**src/rtl/firebird7_in_gate1_tessent_scanmux_nway_sel.sv**
```systemverilog
// N-way IJTAG scan-path mux whose select comes from its own shift/capture/update SCR segment.
// Optional build macro FIREBIRD7_SCANMUX_SECURE_LOCK_EN adds lock_in, which pins the select to RESET_SEL.
module firebird7_in_gate1_tessent_scanmux_nway_sel #(
    parameter int NUM_INPUTS = 4,
    parameter int SEL_WIDTH  = $clog2(NUM_INPUTS),
    parameter int RESET_SEL  = 0
) (
    input  logic                  ijtag_tck,
    input  logic                  ijtag_reset,
    input  logic                  ijtag_sel,
    input  logic                  ijtag_si,
    input  logic                  ijtag_ce,
    input  logic                  ijtag_se,
    input  logic                  ijtag_ue,
    output logic                  ijtag_so,
`ifdef FIREBIRD7_SCANMUX_SECURE_LOCK_EN
    input  logic                  lock_in,
`endif
    input  logic [NUM_INPUTS-1:0] mux_in,
    output logic                  mux_out,
    input  logic                  enable_in,
    output logic [NUM_INPUTS-1:0] enable_out,
    output logic [SEL_WIDTH-1:0]  sel_value,
    output logic                  update_reject
);

    localparam logic [SEL_WIDTH-1:0] RESET_VAL = SEL_WIDTH'(RESET_SEL);
    localparam logic [SEL_WIDTH:0]   SEL_LIMIT = (SEL_WIDTH + 1)'(NUM_INPUTS);

    logic [SEL_WIDTH-1:0] shreg_reg;
    logic [SEL_WIDTH-1:0] shreg_next;
    logic [SEL_WIDTH-1:0] upd_reg;
    logic [SEL_WIDTH-1:0] upd_next;
    logic                 reject_reg;
    logic                 reject_next;
    logic [SEL_WIDTH-1:0] shift_val;
    logic                 cand_ok;
    logic                 lock_force;

    // A one-bit register has no upper slice to shift down, so it just reloads from si.
    generate
        if (SEL_WIDTH == 1) begin : g_shift_single
            assign shift_val = ijtag_si;
        end else begin : g_shift_multi
            assign shift_val = {ijtag_si, shreg_reg[SEL_WIDTH-1:1]};
        end
    endgenerate

`ifdef FIREBIRD7_SCANMUX_SECURE_LOCK_EN
    assign cand_ok    = ({1'b0, shreg_reg} < SEL_LIMIT) &&
                        (!lock_in || (shreg_reg == RESET_VAL));
    assign lock_force = lock_in && (upd_reg != RESET_VAL);
`else
    assign cand_ok    = ({1'b0, shreg_reg} < SEL_LIMIT);
    assign lock_force = 1'b0;
`endif

    always_comb begin
        shreg_next  = shreg_reg;
        upd_next    = upd_reg;
        reject_next = 1'b0;
        if (ijtag_sel) begin
            if (ijtag_ce) begin
                shreg_next = upd_reg;
            end else if (ijtag_se) begin
                shreg_next = shift_val;
            end
            // The update candidate is the pre-edge shreg, so shift/capture above do not affect it.
            if (ijtag_ue) begin
                if (cand_ok) begin
                    upd_next = shreg_reg;
                end else begin
                    reject_next = 1'b1;
                end
            end
        end
        if (lock_force) begin
            upd_next = RESET_VAL;
        end
    end

    always_ff @(posedge ijtag_tck or posedge ijtag_reset) begin
        if (ijtag_reset) begin
            shreg_reg  <= RESET_VAL;
            upd_reg    <= RESET_VAL;
            reject_reg <= 1'b0;
        end else begin
            shreg_reg  <= shreg_next;
            upd_reg    <= upd_next;
            reject_reg <= reject_next;
        end
    end

    assign ijtag_so      = shreg_reg[0];
    assign sel_value     = upd_reg;
    assign update_reject = reject_reg;
    assign mux_out       = mux_in[upd_reg];

    // upd_reg only ever holds one legal value, so the decode is one-hot or all-zero by construction.
    generate
        for (genvar gi = 0; gi < NUM_INPUTS; gi++) begin : g_enable
            assign enable_out[gi] = enable_in && (upd_reg == SEL_WIDTH'(gi));
        end
    endgenerate

endmodule

```
**config.mk**
```make
export PLATFORM = sky130hd
export DESIGN_NAME = firebird7_in_gate1_tessent_scanmux_nway_sel
export DESIGN_NICKNAME = d
export VERILOG_FILES = /design/src/rtl/firebird7_in_gate1_tessent_scanmux_nway_sel.sv
export SDC_FILE = /design/constraint.sdc
export NUM_CORES = 1
export LEC_CHECK = 0
export CAP_MARGIN = 15
export CORE_AREA = 2 2 39 41
export DETAILED_ROUTE_END_ITERATION = 16
export DIE_AREA = 0 0 41 43
export GPL_ROUTABILITY_DRIVEN = 0
export GPL_TIMING_DRIVEN = 1
export HOLD_SLACK_MARGIN = 0.08
export SYNTH_ARGS = -nofsm -noshare
export SYNTH_HDL_FRONTEND = slang
export SYNTH_SLANG_ARGS = --single-unit
```
**constraint.sdc**
```tcl
create_clock -name ijtag_tck -period 1.5 [get_ports ijtag_tck]
set_input_delay 0.45 -clock ijtag_tck [delete_from_list [all_inputs] [get_ports ijtag_tck]]
set_output_delay 0.45 -clock ijtag_tck [all_outputs]
set_load 0.005 [all_outputs]
```
==> metrics.yaml, run 1 <==
post-route-util_pct: 38.9
grt_pass1_vias: 272
crit_chain: "buf_6 -> mux4_2 -> buf_2"
grt_max_degree: 7
instances_no_fill: 72
clk_path_buf_depth: 2
clkLatencyLatePin_ps: 240
htree_num_levels: 1
die-area_um2: 1760
cts_sinks: 4
crit_family: "multiplexers"
routedWlPerCell_um: 10.2
cp-end-kind: "output port"
cp-start-kind: "flop"
cts_tree: "done"
floorplan.initialDensity_pct: 18.7
ant_nets: 0
drv_slew: 0
fmax_mhz: 572
critical-path-slowest-cell: "mux4_2"
whs_ps: 403
path_clk_slew_ps: 40
ir_worst_vdd_mv: 0.521
clockRootBuffer: "clkbuf_4"
grt_pass1_wl_um: 1000
synth_nets: 37
vias: 307
avgViaCountPerCell: 4.26
place_area_um2: 484
core_area_um2: 1380
drt_iter0_drc: 0
p_total_uw: 643
dp.cells: 62
totalWireLength_um: 731
r2r_setup_slack_ps: 370
area_growth_pct: 108
grt_usage_pct: 8.89
dr.pass1.iters: 1
num_io_pins: 21
drc: 0
ys_seq_area_share_pct: 38.6
place.port_buffers: 19
setup_violations: 5
drive_above_1_share_pct: 48.2
hold_buffers: 0
violations: "setup timing"
yosys.area.top_type: "dfrtp_1"
arrival_ps: 1300
chipWidth_um: 41
avgSynthCellArea_um2: 10.4
finalClockSkew_ps: 2.35
antenna_found_initial: 0
synth_cell_type_count: 15
num_rows: 14
diodes: 0
rsz0062_at_grt: "yes"
synth_warnings: 0
worstPathMaxFanout: 2
num-fill-cells: 156
synth.ff_latch_count: 4
synth_top_area_share_pct: 38.6
hold_viol: 0
finalCritPeriodShare_pct: 117
synthTopCellsByArea: "dfrtp_1, mux2_2, mux4_2"
period_minus_slack_ps: 1750
cpPeakStageDelay_ps: 470
setup_slack_ps: -248
leakagePower_uw: 0.000262
cap_violations: 0
grt_overflow: 0
hold_path_class: "in2async"
layout.nets: 70
final_area_um2: 538
path_class: "reg2out"
powerDensity_nw_per_um2: 1190
required_ps: 1050
cts_buffers: 3
die_h_um: 43
syn_inst: 25
path_buf_inv: 2
status: "finished, violations left"
synth_area_um2: 259
==> layout make-up <==
| cell class | count | area [um2] | area share [%] |
|---|---|---|---|
| Tap cell | 16 | 20.0 | 3.72 |
| Inverter | 3 | 11.3 | 2.09 |
| Clock buffer | 3 | 22.5 | 4.19 |
| Multi-Input combinational cell | 17 | 148 | 27.4 |
| Timing Repair Buffer | 29 | 235 | 43.7 |
| Sequential cell | 4 | 101 | 18.8 |
==> worst paths after layout <==
kind	startpoint	end	depth (start not counted)
hold / removal	ijtag_reset	sel_value[0]	2
hold reg to reg	shreg_reg[1]	sel_value[1]	1
setup reg to reg	sel_value[0]	sel_value[0]	4
max in group asynchronous	ijtag_reset	sel_value[1]	2
setup / recovery	sel_value[0]	mux_out	3
min in group ijtag_tck	shreg_reg[1]	sel_value[1]	1
==> power breakdown <==
part	internal, uW	switching [uW]
clock network	89.5	44.4
registers	141	17.8
logic	231	119
==> kinds of logic after synthesis <==
| family | after synthesis | synth area share (%) |
|---|---|---|
| simple gates | 10 | 26.6 |
| flops | 4 | 38.6 |
| buf+inv | 4 | 7.25 |
| compound gates | 3 | 8.70 |
| mux | 3 | 17.4 |
| other cells | 1 | 1.45 |
==> synth_stat cells <==
master	n
and3_2	1
o21ai_0	1
nor3b_1	1
buf_4	1
nor2b_1	2
mux2_2	2
and3b_2	1
conb_1	1
a221oi_1	2
mux4_2	1
nor4bb_1	2
inv_1	3
dfrtp_1	4
nand2_1	2
nor2_1	1
==> per-stage QoR <==
step | setup WS [ps] | setup TNS (ps)
floorplan | 87.9 | 0
global placement | -693 | -3090
detailed placement | -723 | -3170
CTS | -255 | -645
global route | -313 | -962
finish | -248 | -689
==> repair_timing <==
| item | CTS | global route |
|---|---|---|
| setup buffers | 7 | 0 |
| gates resized for setup | 32 | 4 |
| endpoints found under the setup margin | 8 | 7 |
| pin swaps | 0 | 0 |
| endpoints found under the hold margin | 0 | 0 |
==> metal layers <==
layer / track usage, % / share of wire (%)
met5: 0 / 0
met2: 14.7 / 51
met1: 8.20 / 34
met4: 2.00 / 0
met3: 6.81 / 16
==> placed cells by master (no fill, tap or decap), types with 2 or more instances in the layout <==
cell type,instances
nor4bb_1,2
buf_2,5
nand2_1,2
clkdlybuf4s50_1,6
nor2b_1,2
dfrtp_1,3
buf_6,2
clkbuf_4,3
buf_4,8
a221oi_1,2
mux2_2,2
dlygate4sd2_1,6
inv_1,3
(Power assumes the default switching activity.)
==> run 2, diff against run 1 <==
==> constraint.sdc (replaced) <==
create_clock -name ijtag_tck -period 2.2 [get_ports ijtag_tck]
set_input_delay 0.66 -clock ijtag_tck [delete_from_list [all_inputs] [get_ports ijtag_tck]]
set_output_delay 0.66 -clock ijtag_tck [all_outputs]
set_load 0.005 [all_outputs]
==> metrics.yaml, run 2 (synthesized netlist as in run 1, its figures left out) <==
status: "complete, no violations"  # was finished, violations left
whs_ps: 540  # was 403 ps
setup_violations: 0  # was 5
floorplan.initialDensity_pct: 18.7  # unchanged
cp-end-kind: "output port"  # unchanged
core_area_um2: 1380  # unchanged
avgViaCountPerCell: 4.33  # was 4.26
cts_sinks: 4  # unchanged
grt_overflow: 0  # unchanged
dr.pass1.iters: 2  # was 1
swShare_pct: 27.9  # was 28.2%
cp-start-kind: "input port"  # was flop
arrival_ps: 1470  # was 1300 ps
ant_nets: 0  # unchanged
clockPowerShare_pct: 24.9  # was 20.8%
area_growth_pct: 85.0  # was 108%
finalCritPeriodShare_pct: 96.6
path_clk_slew_ps: 40  # about the same
mostFrequentLayoutCells: "clkdlybuf4s50_1, dlygate4sd2_1, dfrtp_1"  # was buf_4, dlygate4sd2_1, clkdlybuf4s50_1
diodes: 0  # unchanged
num-fill-cells: 157  # was 156
drt_iter0_drc: 3  # was 0
cts_tree: "done"  # unchanged
grt_pass1_vias: 264  # was 272
clk_path_buf_depth: 2  # unchanged
timing.rr.end: "shreg_reg[0]"  # was sel_value[0]
r2r_cells: 3  # was 4
routedWlPerCell_um: 9.81  # was 10.2 um
ir_worst_vdd_mv: 0.296  # was 0.521 mV
seq_power_share_pct: 32.5  # was 24.8%
grt_max_degree: 9  # was 7
required_ps: 1540  # was 1050 ps
place.port_buffers: 19  # unchanged
num_rows: 14  # unchanged
hold_viol: 0  # unchanged
p_total_uw: 366  # was 643 uW
dpl.hpwl_um: 513
drc: 0  # unchanged
cap_violations: 0  # unchanged
period_minus_slack_ps: 2130
cts_resized: 12  # was 32
comb_power_share_pct: 42.6  # was 54.4%
hold_start: "shreg_reg[0]"
drv_slew: 0  # unchanged
totalWireLength_um: 618  # was 731 um
worstPathMaxFanout: 1  # was 2
num_io_pins: 21  # unchanged
rsz0062_at_grt: "no"  # was yes
cts_buffers: 3  # unchanged
r2r_setup_slack_ps: 1270  # was 370 ps
cp-startpoint: "mux_in[3]"  # was sel_value[0]
powerDensity_nw_per_um2: 764  # was 1190 nW/um2
die_h_um: 43  # unchanged
regArea_um2: 100  # was 101 um2
leakagePower_uw: 0.000240  # was 0.000262 uW
worst_hold_path.endpoint: "sel_value[0]"
vias: 273  # was 307
clockRootBuffer: "clkbuf_4"  # unchanged
antenna_found_initial: 0  # unchanged
hold_buffers: 0  # unchanged
drive_above_1_share_pct: 21.3  # was 48.2%
layout.nets: 61  # was 70
whs_path_depth: 1
die-area_um2: 1760  # unchanged
htree_num_levels: 1  # unchanged
power.switching_uw: 102  # was 181 uW
fmax_mhz: 470
clkLatencyLatePin_ps: 240  # about the same
r2r_start: "sel_value[0]"  # unchanged
post-cts-setup-buffers: 0  # was 7
finalClockSkew_ps: 3.88  # was 2.35 ps
hold_path_class: "reg2reg"  # was in2async
grt_usage_pct: 8.99  # was 8.89%
layout_commonest_cell: "clkdlybuf4s50_1"  # was buf_4
multi_input_area_um2: 140  # was 148 um2
grt_pass1_wl_um: 1030  # was 1000 um
internal_power_uw: 264  # was 462 uW
path_class: "in2out"  # was reg2out
chipWidth_um: 41  # unchanged
run 2: cell count changes in the layout (fill, tap and decap cells not counted), sizes merged:
cell | previous run | this run
clkbuf | 4 | 3
buf | 15 | 2
dlymetal6s2s | 0 | 1
dlygate4sd2 | 6 | 8
clkdlybuf4s15 | 1 | 0
clkdlybuf4s50 | 6 | 9
run 2: worst max-delay path by stage:
stage / end / slack, ps / cells after the start
global placement: mux_out / -410 / 3
floorplan: mux_out / 430 / 1
detailed placement: mux_out / -430 / 3
CTS: enable_out[2] / 0.02 / 4
global route: mux_out / 50 / 3
finish: mux_out / 70 / 3
run 2: power by group through the flow:
stage               Sequential (uW)  Combinational [uW]  Clock (uW)
floorplan                       123                59.1           0
global placement                121                 178           0
detailed placement              121                 178           0
CTS                             120                 161        96.1
global route                    124                 173         101
finish                          119                 156        91.2
run 2: through the flow:
step / instances / util (%) / cell area [um2] / setup TNS [ps] / setup WS [ps]
2_1_floorplan: 25 / - / 259 / 0 / 426
3_3_place_gp: 60 / 33.9 / 469 / -1610 / -414
3_5_place_dp: 60 / 33.9 / 469 / -1650 / -427
4_1_cts: 63 / 34.4 / 477 / 0 / 0.0211
5_1_grt: 63 / 34.6 / 479 / 0 / 51.1
6_report: 63 / 34.6 / 479 / 0 / 73.9
run 2: cell type report:
| cell class | instances | area share, % |
|---|---|---|
| sequential | 4 | 20.9 |
| tap | 16 | 4.18 |
| clock buffer | 3 | 4.70 |
| timing repair buffer | 20 | 38.6 |
| inverter | 3 | 2.35 |
| multi-input combinational | 17 | 29.2 |
run 2: layer usage:
layer | routed length, um | up-vias | global-route usage, %
met5 | 0 | - | 0
met4 | 0 | 0 | 4.00
met3 | 116 | 0 | 7.33
met2 | 265 | 19 | 12.5
met1 | 237 | 119 | 9.51
li1 | - | 135 | -
run 2: critical path, cell delays in order:
cell and delay, ps:
dlygate4sd2_1 220, mux4_2 440, buf_2 140
==> run 3, diff against run 2 <==
--- a/config.mk
+++ b/config.mk
@@ -12,6 +12,7 @@
 export GPL_ROUTABILITY_DRIVEN = 0
 export GPL_TIMING_DRIVEN = 1
 export HOLD_SLACK_MARGIN = 0.08
+export SLEW_MARGIN = 30
 export SYNTH_ARGS = -nofsm -noshare
 export SYNTH_HDL_FRONTEND = slang
 export SYNTH_SLANG_ARGS = --single-unit
==> results of run 3 <==
The final DEF is identical to that of run 2; final timing and power are the same.
==> edit (flow settings as in run 1) <==
The parameter `NUM_INPUTS` goes from 4 to 8.
--- a/src/rtl/firebird7_in_gate1_tessent_scanmux_nway_sel.sv
+++ b/src/rtl/firebird7_in_gate1_tessent_scanmux_nway_sel.sv
@@ -3,3 +3,3 @@
 module firebird7_in_gate1_tessent_scanmux_nway_sel #(
-    parameter int NUM_INPUTS = 4,
+    parameter int NUM_INPUTS = 8,
     parameter int SEL_WIDTH  = $clog2(NUM_INPUTS),
Ports: changed (resized enable_out, mux_in and sel_value); port bits go from 21 to 30. No check against the original RTL was run, so the function may have changed too.
==> edit against run 1 <==
Setup slack worse by 0.23 ns. Global-route usage increased by 6.8 points. Clock skew up 0.00087 ns. The flow still finishes with violations (negative setup slack). Wire length is 63% higher. Combinational power increased by 47%. Design area rose by 51%. Worst hold slack better by 0.021 ns. Utilization rose by 20 points. Sequential cell count rose by 2. First-iteration DRC count grew 5. Largest cell class unchanged. Synthesized area is 52% higher. Power up 44%.
==> edit: results (changes against run 1) <==
routed via count divided by cell count -> 4.72 (+11%)
dpl ws -> -0.969 ns (-0.245 ns)
leak pwr -> 0.000396 µW (+51%)
number of distinct library cells after synthesis -> 14 (-1)
total iterations of the first detailed-routing run -> 4 (+3)
share of the yosys chip area belonging to registers -> 0.382 (-0.00431)
storage element area -> 153 µm² (+51%)
first-pass GRT wire length -> 1860 µm (+86%)
leading cell types by count after synthesis -> 6 x a22o_1, 6 x dfrtp_1, 6 x nor2_1, 4 x mux2_2
Final nets -> 94 (+34%)
Clock power frac -> 0.174 (-0.034)
Wirelength per Cell -> 12.8 µm (+27%)
total track usage -> 0.157 (+0.0682)
areal power density over the cells -> 1140 nW/µm² (-4.7%)
smallest setup slack after layout -> -0.482 ns (-0.235 ns)
Arrival @ worst endpoint -> 1.53 ns (+0.23 ns)
VDD IR-drop max -> 0.642 mV (+23%)
result of the run -> finished with violations
register-to-register setup slack -> 0.32 ns (-0.05 ns)
violated checks -> negative setup slack
drt first-iter violations -> 5 (+5)
antenna diode instance count -> 0 (unchanged)
CP top delay family -> multiplexers
final count of negative-setup-slack endpoints -> 10 (+5)
Combinational Power -> 514 µW (+47%)
number of global-route vias before repair -> 450 (+65%)
proportion of layout cells with a drive suffix above 1 -> 0.455 (-0.0276)
Worst Clk Skew -> 0.00322 ns (+0.000869 ns)
largest incremental delay on the critical path -> 0.50 ns (+0.03 ns)
Clock Latency Late Sink -> 0.24 ns (about the same)
number of fillers in the final layout -> 129 (-17%)
[edit: cells by family after synthesis]
family	share of synthesized area
AND/OR/NAND/NOR	0.175
AO/OA/AOI/OAI	0.146
multiplexers	0.248
flip-flops	0.382
buffers and inverters	0.0382
other	0.00954
[edit: worst paths after layout]
check	startpoint	to
worst min register to register	shreg_reg[1]$_DFFE_PP0P_	shreg_reg[1]$_DFFE_PP0P_
max in group asynchronous	ijtag_reset	sel_value[1]$_DFFE_PP0P_
min in group ijtag_tck	shreg_reg[1]$_DFFE_PP0P_	shreg_reg[1]$_DFFE_PP0P_
worst max register to register	sel_value[1]$_DFFE_PP0P_	shreg_reg[1]$_DFFE_PP0P_
worst max-delay path	sel_value[0]$_DFFE_PP0P_	mux_out
worst min-delay path	ijtag_reset	sel_value[2]$_DFFE_PP0P_
[edit: layout make-up]
| class | instances | area share |
|---|---|---|
| multi-input combinational | 29 | 0.319 |
| timing repair buffer | 37 | 0.431 |
| sequential | 6 | 0.188 |
| clock buffer | 4 | 0.0324 |
| tap | 16 | 0.0247 |
| inverter | 1 | 0.00462 |
[edit: layer usage]
layer  global-route usage  vias up  part of all wire
met5                    0        -                 0
met3               0.0576        0              0.17
li1                     -      215                 -
met4               0.0800        0                 0
met2                0.259       31              0.49
met1                0.162      193              0.34
[edit: metrics by stage]
stage                     setup TNS [ns]  cells
after global routing               -3.10     93
after floorplan                   -0.125     38
after CTS                          -2.90     92
final                              -2.33     93
after detailed placement           -6.22     85
after global placement             -6.16     85
[edit: what timing repair did]
| action | CTS | global route |
|---|---|---|
| endpoints found under the setup margin | 13 | 12 |
| buffers inserted | 3 | 1 |
| pin swaps | 1 | 0 |
| resized for setup | 50 | 7 |
